### src/rtl/fc_func_if.sv
// fc_func port bundle: func-start handshake, OBUF read port and next-layer stream.
// master = the function unit, slave = control FSM / OBUF / next-layer side.
interface fc_func_if #(
    parameter int DATA_SIZE      = 8,
    parameter int XBAR_SIZE      = 256,
    parameter int OBUF_DATA_SIZE = 2*DATA_SIZE+$clog2(XBAR_SIZE),
    parameter int NUM_CHANNELS   = 1,
    parameter int V_CIM_TILES    = 2,
    parameter int FIFO_LENGTH    = XBAR_SIZE/DATA_SIZE/NUM_CHANNELS
);
    localparam int AW = $clog2(FIFO_LENGTH);
    localparam int IW = V_CIM_TILES*NUM_CHANNELS*OBUF_DATA_SIZE;
    localparam int OW = NUM_CHANNELS*DATA_SIZE;

    logic          i_start;
    logic          o_ready;
    logic [AW-1:0] o_obuf_addr;
    logic [IW-1:0] i_obuf_data;
    logic [OW-1:0] o_data;
    logic          o_valid;
    logic          i_next_busy;
    logic          o_next_start;

    modport master (
        input  i_start, i_obuf_data, i_next_busy,
        output o_ready, o_obuf_addr, o_data, o_valid, o_next_start
    );

    modport slave (
        output i_start, i_obuf_data, i_next_busy,
        input  o_ready, o_obuf_addr, o_data, o_valid, o_next_start
    );
endinterface

### src/rtl/fc_func.sv
// FC layer function unit: sums stacked-tile partials, requantises, saturates.
// Define FC_FUNC_RELU_EN for unsigned ReLU output; default is signed saturation.
module fc_func #(
    parameter int DATA_SIZE      = 8,
    parameter int XBAR_SIZE      = 256,
    parameter int OBUF_DATA_SIZE = 2*DATA_SIZE+$clog2(XBAR_SIZE),
    parameter int NUM_CHANNELS   = 1,
    parameter int V_CIM_TILES    = 2,
    parameter int FIFO_LENGTH    = XBAR_SIZE/DATA_SIZE/NUM_CHANNELS,
    parameter int SHIFT          = 8
) (
    input  logic       clk,
    input  logic       rst,
    fc_func_if.master  bus
);
    localparam int AW = $clog2(FIFO_LENGTH);
    localparam int SW = OBUF_DATA_SIZE + $clog2(V_CIM_TILES) + 1;
    localparam int OW = NUM_CHANNELS*DATA_SIZE;
    localparam logic [AW-1:0] LAST = AW'(FIFO_LENGTH-1);
`ifdef FC_FUNC_RELU_EN
    localparam logic signed [SW-1:0] HI = SW'((2**DATA_SIZE)-1);
    localparam logic signed [SW-1:0] LO = '0;
`else
    localparam logic signed [SW-1:0] HI = SW'((2**(DATA_SIZE-1))-1);
    localparam logic signed [SW-1:0] LO = SW'(-(2**(DATA_SIZE-1)));
`endif

    typedef enum logic [1:0] {
        S_IDLE,
        S_READ,
        S_DRAIN,
        S_START
    } state_e;

    state_e        state_q, state_d;
    logic [AW-1:0] addr_q, addr_d;
    logic          rd_q, rd_d;
    logic          drn_q, drn_d;
    logic          vld_q;
    logic [OW-1:0] data_q, data_d;
    logic [OW-1:0] q_d;
    logic          ready;
    logic          nstart;

    logic signed [SW-1:0]     acc;
    logic signed [SW-1:0]     shf;
    logic [OBUF_DATA_SIZE-1:0] part;
    logic [DATA_SIZE-1:0]      el;

    always_comb begin
        state_d = state_q;
        addr_d  = addr_q;
        rd_d    = 1'b0;
        drn_d   = 1'b0;
        ready   = 1'b0;
        nstart  = 1'b0;
        unique case (state_q)
            S_IDLE: begin
                ready  = !bus.i_next_busy;
                addr_d = '0;
                if (bus.i_start && ready)
                    state_d = S_READ;
            end
            S_READ: begin
                rd_d = 1'b1;
                if (addr_q == LAST)
                    state_d = S_DRAIN;
                else
                    addr_d = addr_q + AW'(1);
            end
            // two cycles: last word arrives, then its result is emitted
            S_DRAIN: begin
                drn_d = 1'b1;
                if (drn_q)
                    state_d = S_START;
            end
            S_START: begin
                nstart = 1'b1;
                if (bus.i_next_busy) begin
                    state_d = S_IDLE;
                    addr_d  = '0;
                end
            end
            default: state_d = S_IDLE;
        endcase
    end

    always_comb begin
        q_d  = '0;
        acc  = '0;
        shf  = '0;
        part = '0;
        el   = '0;
        for (int c = 0; c < NUM_CHANNELS; c++) begin
            acc = '0;
            for (int t = 0; t < V_CIM_TILES; t++) begin
                part = bus.i_obuf_data[(t*NUM_CHANNELS+c)*OBUF_DATA_SIZE +: OBUF_DATA_SIZE];
                acc  = acc + $signed({{(SW-OBUF_DATA_SIZE){part[OBUF_DATA_SIZE-1]}}, part});
            end
            shf = acc >>> SHIFT;
            if (shf < LO)
                el = LO[DATA_SIZE-1:0];
            else if (shf > HI)
                el = HI[DATA_SIZE-1:0];
            else
                el = shf[DATA_SIZE-1:0];
            q_d[c*DATA_SIZE +: DATA_SIZE] = el;
        end
    end

    assign data_d = rd_q ? q_d : data_q;

    always_ff @(posedge clk) begin
        if (rst) begin
            state_q <= S_IDLE;
            addr_q  <= '0;
            rd_q    <= 1'b0;
            drn_q   <= 1'b0;
            vld_q   <= 1'b0;
            data_q  <= '0;
        end else begin
            state_q <= state_d;
            addr_q  <= addr_d;
            rd_q    <= rd_d;
            drn_q   <= drn_d;
            vld_q   <= rd_q;
            data_q  <= data_d;
        end
    end

    assign bus.o_ready      = ready;
    assign bus.o_obuf_addr  = addr_q;
    assign bus.o_data       = data_q;
    assign bus.o_valid      = vld_q;
    assign bus.o_next_start = nstart;
endmodule

### src/flat_wrapper.sv
// flat-port wrapper written by rule: the top's interface ports become plain ports
module fc_func_flat 
#(
    parameter int DATA_SIZE      = 8,
    parameter int XBAR_SIZE      = 256,
    parameter int OBUF_DATA_SIZE = 2*DATA_SIZE+$clog2(XBAR_SIZE),
    parameter int NUM_CHANNELS   = 1,
    parameter int V_CIM_TILES    = 2,
    parameter int FIFO_LENGTH    = XBAR_SIZE/DATA_SIZE/NUM_CHANNELS,
    parameter int SHIFT          = 8
)
  (clk, rst, bus_i_start, bus_i_obuf_data, bus_i_next_busy, bus_o_ready, bus_o_obuf_addr, bus_o_data, bus_o_valid, bus_o_next_start);
  fc_func_if #(.DATA_SIZE(DATA_SIZE), .XBAR_SIZE(XBAR_SIZE), .OBUF_DATA_SIZE(OBUF_DATA_SIZE), .NUM_CHANNELS(NUM_CHANNELS), .V_CIM_TILES(V_CIM_TILES), .FIFO_LENGTH(FIFO_LENGTH)) bus_i ();
  input  logic clk;
  input  logic rst;
  input wire logic [$bits(bus_i.i_start)-1:0] bus_i_start;
  input wire logic [$bits(bus_i.i_obuf_data)-1:0] bus_i_obuf_data;
  input wire logic [$bits(bus_i.i_next_busy)-1:0] bus_i_next_busy;
  output wire logic [$bits(bus_i.o_ready)-1:0] bus_o_ready;
  output wire logic [$bits(bus_i.o_obuf_addr)-1:0] bus_o_obuf_addr;
  output wire logic [$bits(bus_i.o_data)-1:0] bus_o_data;
  output wire logic [$bits(bus_i.o_valid)-1:0] bus_o_valid;
  output wire logic [$bits(bus_i.o_next_start)-1:0] bus_o_next_start;
  assign bus_i.i_start = bus_i_start;
  assign bus_i.i_obuf_data = bus_i_obuf_data;
  assign bus_i.i_next_busy = bus_i_next_busy;
  assign bus_o_ready = bus_i.o_ready;
  assign bus_o_obuf_addr = bus_i.o_obuf_addr;
  assign bus_o_data = bus_i.o_data;
  assign bus_o_valid = bus_i.o_valid;
  assign bus_o_next_start = bus_i.o_next_start;
  fc_func #(.DATA_SIZE(DATA_SIZE), .XBAR_SIZE(XBAR_SIZE), .OBUF_DATA_SIZE(OBUF_DATA_SIZE), .NUM_CHANNELS(NUM_CHANNELS), .V_CIM_TILES(V_CIM_TILES), .FIFO_LENGTH(FIFO_LENGTH), .SHIFT(SHIFT)) u_core (.clk(clk), .rst(rst), .bus(bus_i));
endmodule
### config.mk
export PLATFORM = sky130hd
export DESIGN_NAME = fc_func_flat
export DESIGN_NICKNAME = d
export VERILOG_FILES = /design/src/rtl/fc_func_if.sv /design/src/rtl/fc_func.sv /design/src/flat_wrapper.sv
export SDC_FILE = /design/constraint.sdc
export NUM_CORES = 1
export LEC_CHECK = 0
export CORE_AREA = 8 8 78 80
export CTS_CLUSTER_DIAMETER = 100
export DETAILED_ROUTE_END_ITERATION = 8
export DIE_AREA = 0 0 86 88
export PLACE_DENSITY = 0.75
export REMOVE_ABC_BUFFERS = 1
export SKIP_CTS_REPAIR_TIMING = 1
export SYNTH_ARGS = -nofsm -noshare
export SYNTH_HDL_FRONTEND = slang
export SYNTH_SLANG_ARGS = --single-unit
### constraint.sdc
create_clock -name clk -period 3.38 [get_ports clk]
set_input_delay 0.507 -clock clk [delete_from_list [all_inputs] [get_ports clk]]
set_output_delay 0.507 -clock clk [all_outputs]
set_load 0.03 [all_outputs]
* After elaboration in Yosys (flattened, before gate mapping) *
Cells that the tools add are included.

word-level totals
  flip-flop bits (word level) = 18
  input port bits = 52
  output and inout port bits = 16
  logic and storage cells = 39

cells by class
  add/sub/neg operators = 2
  order comparisons = 2
  eq/ne operators = 9
  multiplexer cells = 14
  reductions and logical operators = 6

operators with widths
  cell                 count
  $add 24x24->25       1
  $gt 17x8->1 const B  1
  $lt 17x8->1 const B  1
  $mux 8               2
  $pmux 5 s3           1
  $mux 5               2
  $mux 2               4
  $pmux 2 s4           1
  $ne 2x1->1 const B   3
  $add 5x1->5 const B  1
  $eq 5x5->1 const B   1
  $eq 2x2->1 const B   2
  $mux 1               4
  $ne 2x2->1 const B   2
  $reduce_and 4->1     1
  $reduce_and 3->1     1
  $reduce_bool 3->1    1
  $eq 2x1->1 const B   1
  $logic_not 2->1      1
  $logic_and 1x1->1    1
  $logic_not 1->1      1

* Logic depth before layout (Yosys ltp) *
Gate-level depths: netlist (run 1).

  word-level depth = 4
  mapped depth = 11
  gate-level depth less buffers = 10

* Worst setup path after synthesis (run 1) *
No wires, ideal clock.

  path kind = input to register
  start point = in bus_i_obuf_data[9]
  end point = reg u_core.data_q[0] (netlist: u_core.bus.o_data[0])
  library setup time = 0.079 ns
  data arrival time = 2.863 ns
  required time = 3.301 ns
  path slack = 0.438 ns
  stages on the path = 11
  buffers on the path = 1
  cell sequence = ha_1 -> buf_6 -> a41oi_2 -> o221ai_4 -> or3_4 -> a21oi_4 -> mux2i_1 -> nand4_1 -> nor4_4 -> nor2_2 -> o211ai_1

between the ends
  cells in the longest elaborated chain, start to end = 4
  elaborated cells between the ends (all ways) = 5
  those cells by class = add/sub (1); order compare (2); mux (2)

RTL lines
  what                  line                source
  start, declared       flat_wrapper.sv:17  input wire logic [$bits(bus_i.i_obuf_data)-1:0] bus_i_obuf_data;
  $add 24x24->25 (*)    fc_func.sv:98       acc = acc + $signed({{(SW-OBUF_DATA_SIZE){part[OBUF_DATA_SIZE-1]}}, part});
  $gt 17x8->1           fc_func.sv:103      else if (shf > HI)
  $mux 8                fc_func.sv:103
  $mux 8 (*)            fc_func.sv:101      if (shf < LO)
  end signal, assigned  fc_func.sv:127      data_q <= data_d;
  end, declared         fc_func.sv:40       logic [OW-1:0] data_q, data_d;

Every way passes the cells marked *; elsewhere a longest branch is shown, timed or not.
A chain may end at the register's enable or synchronous reset.

* Worst setup path in the final report (run 1) *
  start point = in bus_i_obuf_data[8]
  end point = reg u_core.data_q[1] (netlist: u_core.bus.o_data[1])

Same word-level chain as after synthesis.

==> impl_results.md, run 1 <==
- Status: complete, no violations
- WP buf/inv: 3
- Area added between synthesis and finish: 47.1%
- Pwr per Cell Area: 353 nW/µm²
- Synth unique cells: 65
- Ant diodes: 0
- Area of the multi-input gates: 1800 µm²
- Clk_lat worst skew: 260 ps
- Hold Crit Class: register to register
- Proportion of synthesized area in mux cells: 0.0180
- Register area: 360 µm²
- Primary FF master, synth: dfxtp_1
- Post-Synth Adder-Cell Area: 0.163
- CTS HTree Levels: 1
- Worst EP required: 3510 ps
- Via density: 5.38
- CTS tree: done
- #FFs+latches synth: 18
- Count of standard-cell rows: 26
- Setup crit end kind: register
- Slowest CP cell: a2111o_1
- CP cell instances: clkdlybuf4s50_1, ha_1, buf_4, and4_2, nand3_1, o31a_1, nand2_2, a2111o_1, a221oi_2, nand4_1, a32oi_2, buf_4, o211ai_1
- Num CTS Buffers: 3
- Max-Cap Viols: 0
- GRT Total Usage: 0.156
- # IOs: 68
- Worst Path Class, Setup: input port to register
- DP Wirelength: 4.98 mm
- Die area: 7570 µm²
- Routed Antenna Nets: 0
- Initial drt markers: 102
- Seq/Total Area, Yosys: 0.162
- Setup_tns: 0 ps
- CP startpoint kind: input port
- Clock sinks: 18
- Clock Path Buffers: 2
- Post-layout instance area: 3270 µm²
- Simple-gate portion of the synthesized area: 0.223
- Hold_ws: 469 ps
- Worst Tran Pin Value: 459 ps
- Drt pass-1 iters: 6
- Vias in the first global route: 2382
- # fillers: 462
- Pleak: 1.33 nW
- Fmax: 315 MHz
- Port bufs: 67
- Clock period minus worst slack: 3170 ps
- Most area-consuming cells after synthesis: ha_1, dfxtp_1, nand2_1
- Synth area leader: ha_1
- Crit-path most repeated cell: buf_4
- Max VDD drop: 0.176 mV
- Final Hold Viols: 0
- Final Skew: 4.04 ps
- Root buffer cell: clkbuf_8
- RSZ-0062 raised after global routing: no
- Core box area: 4910 µm²
- Mean area per synthesized cell: 8.41 µm²
- Final setup vio count: 0
- YS warnings: 0
- Drt total wl: 5.78 mm
- Via count: 2319
- Async SR Flop Fraction: 0
- Synth Area in XOR/XNOR: 0.0428
- Layout cells sized above 1: 0.197
- Slowest stage delay, CP: 420 ps
- First-pass GRT wire length: 9.98 mm
- Initial core utilization: 0.452
- Top delay family on crit path: compound AO/OA/AOI/OAI gates
- Fin. max-slew vios: 0
- Final RePlAce weighted congestion: 0.835
- Largest net degree at the start of global routing: 11
- Synth top area share: 0.163
- Number of synthesized flops with an enable pin: 0
- Worst EP arrival: 3300 ps
- Compound-Gate Fraction of Synth Area: 0.349
- DRC viols: 0
- Final period utilization: 0.939
- Max FO, Critical Path: 7
- Syn Inst Count: 264
- Horiz. Die Dim: 86 µm
- Grt ovf: 0
- Initial antenna violation count: 0
- # nets final: 443
- Post-synthesis cell area: 2220 µm²
- Largest family of logic cells by synthesized area: compound AO/OA/AOI/OAI gates
- Die span in y: 88 µm
- Placed inst area: 3180 µm²
- Max_slew headroom: 0.693
- DR WL/cell: 13.4 µm
- CTS clk-pin slew, worst paths: 60 ps
## power breakdown
group | leakage (nW) | switching, W | total [W] | internal (W)
Combinational | 1.16 | 0.000369 | 0.000700 | 0.000331
Clock | 0.0288 | 0.0000718 | 0.000175 | 0.000104
Sequential | 0.146 | 0.0000254 | 0.000277 | 0.000252
Total | 1.33 | 0.000466 | 0.00115 | 0.000686
## sequential cells by signal (all words and copies together), names as in the netlist
signal                  cells
u_core.bus.o_data           8
u_core.bus.o_obuf_addr      5
u_core.state_q              2
u_core.bus.o_valid          1
u_core.drn_q                1
u_core.rd_q                 1
## through the flow
step / utilization / std cells / setup WS, ps / total power (W)
after floorplan: - / 257 / 446 / 0.000713
after global placement: 0.646 / 427 / -51.7 / 0.000955
after detailed placement: 0.646 / 427 / -112 / 0.000971
after CTS: 0.658 / 431 / 155 / 0.00115
after global routing: 0.665 / 431 / 0.313 / 0.00124
final: 0.665 / 431 / 207 / 0.00115
## worst register-to-register path, delay by kind of cell, from the launching register on
family | cells | cell delay [ps]
compound gates | 7 | 1060
flops | 1 | 330
buf+inv | 1 | 190
simple gates | 2 | 500
## placed cells by master (no fill, tap or decap), types with 3 or more instances in the layout
master,instances
and3_1,4
clkbuf_8,4
a21oi_2,3
o21ai_0,15
xor2_1,3
ha_1,27
nand4_1,5
nand2b_1,4
nand2_1,26
clkdlybuf4s50_1,67
a31oi_1,3
mux2i_1,4
o21bai_1,3
nand3_1,6
inv_1,11
nor2b_1,7
nor3_1,10
xnor2_1,6
dfxtp_1,18
a21oi_1,14
a211oi_1,3
nor2_1,20
a21o_1,10
buf_4,33
o211ai_1,8
## metal layers
metal / part of all wire / up-vias / GRT usage
met5: 0 / - / 0
met1: 0.46 / 1064 / 0.176
met2: 0.49 / 58 / 0.293
met3: 0.040 / 7 / 0.0197
li1: - / 1190 / -
met4: 0.013 / 0 / 0.0494
## synth_stat cells (5+ instances only)
master and n:
dfxtp_1 18, ha_1 29, a21o_1 10, xnor2_1 6, nor3_1 10, nand3_1 6
nor2_1 20, nand2_1 26, o21ai_0 15, a21oi_1 14, nor2b_1 7, inv_1 11
nand4_1 5, o211ai_1 8
## area by class of cell
cell class | instances | share of cell area
multi-input combinational | 228 | 0.552
timing repair buffer | 100 | 0.281
sequential | 18 | 0.110
tap | 70 | 0.0268
clock buffer | 4 | 0.0169
inverter | 11 | 0.0126
## path summary, 6_finish.rpt
check	startpoint	endpoint	depth (start not counted)	slack [ps]
worst max-delay path	bus_i_obuf_data[8]	u_core.bus.o_data[1]	13	210
worst min-delay path	u_core.bus.o_data[7]	u_core.bus.o_data[7]	2	470
worst max register to register	u_core.rd_q	u_core.bus.o_data[0]	10	1230
worst min register to register	u_core.bus.o_data[7]	u_core.bus.o_data[7]	2	470
## logic make-up (layout without fill, tap and decap cells)
logic type,after synthesis,in the layout
compound gates,92,92
xor+xnor,10,10
fa+ha+maj,29,29
buf+inv,18,115
flops,18,18
mux,4,4
simple gates,93,93
Power figures use the tool's default switching activity.
==> run 2, diff against run 1 <==
--- a/constraint.sdc
+++ b/constraint.sdc
@@ -3,2 +3,2 @@
 set_output_delay 0.507 -clock clk [all_outputs]
-set_load 0.03 [all_outputs]
+set_load 0.02 [all_outputs]
==> results of run 2 <==
The final DEF is identical to that of run 1. Status: complete, no violations.
Among the figures that moved: total power 0.00115 W -> 0.00113 W; worst IR drop on VDD 0.176 mV -> 0.168 mV
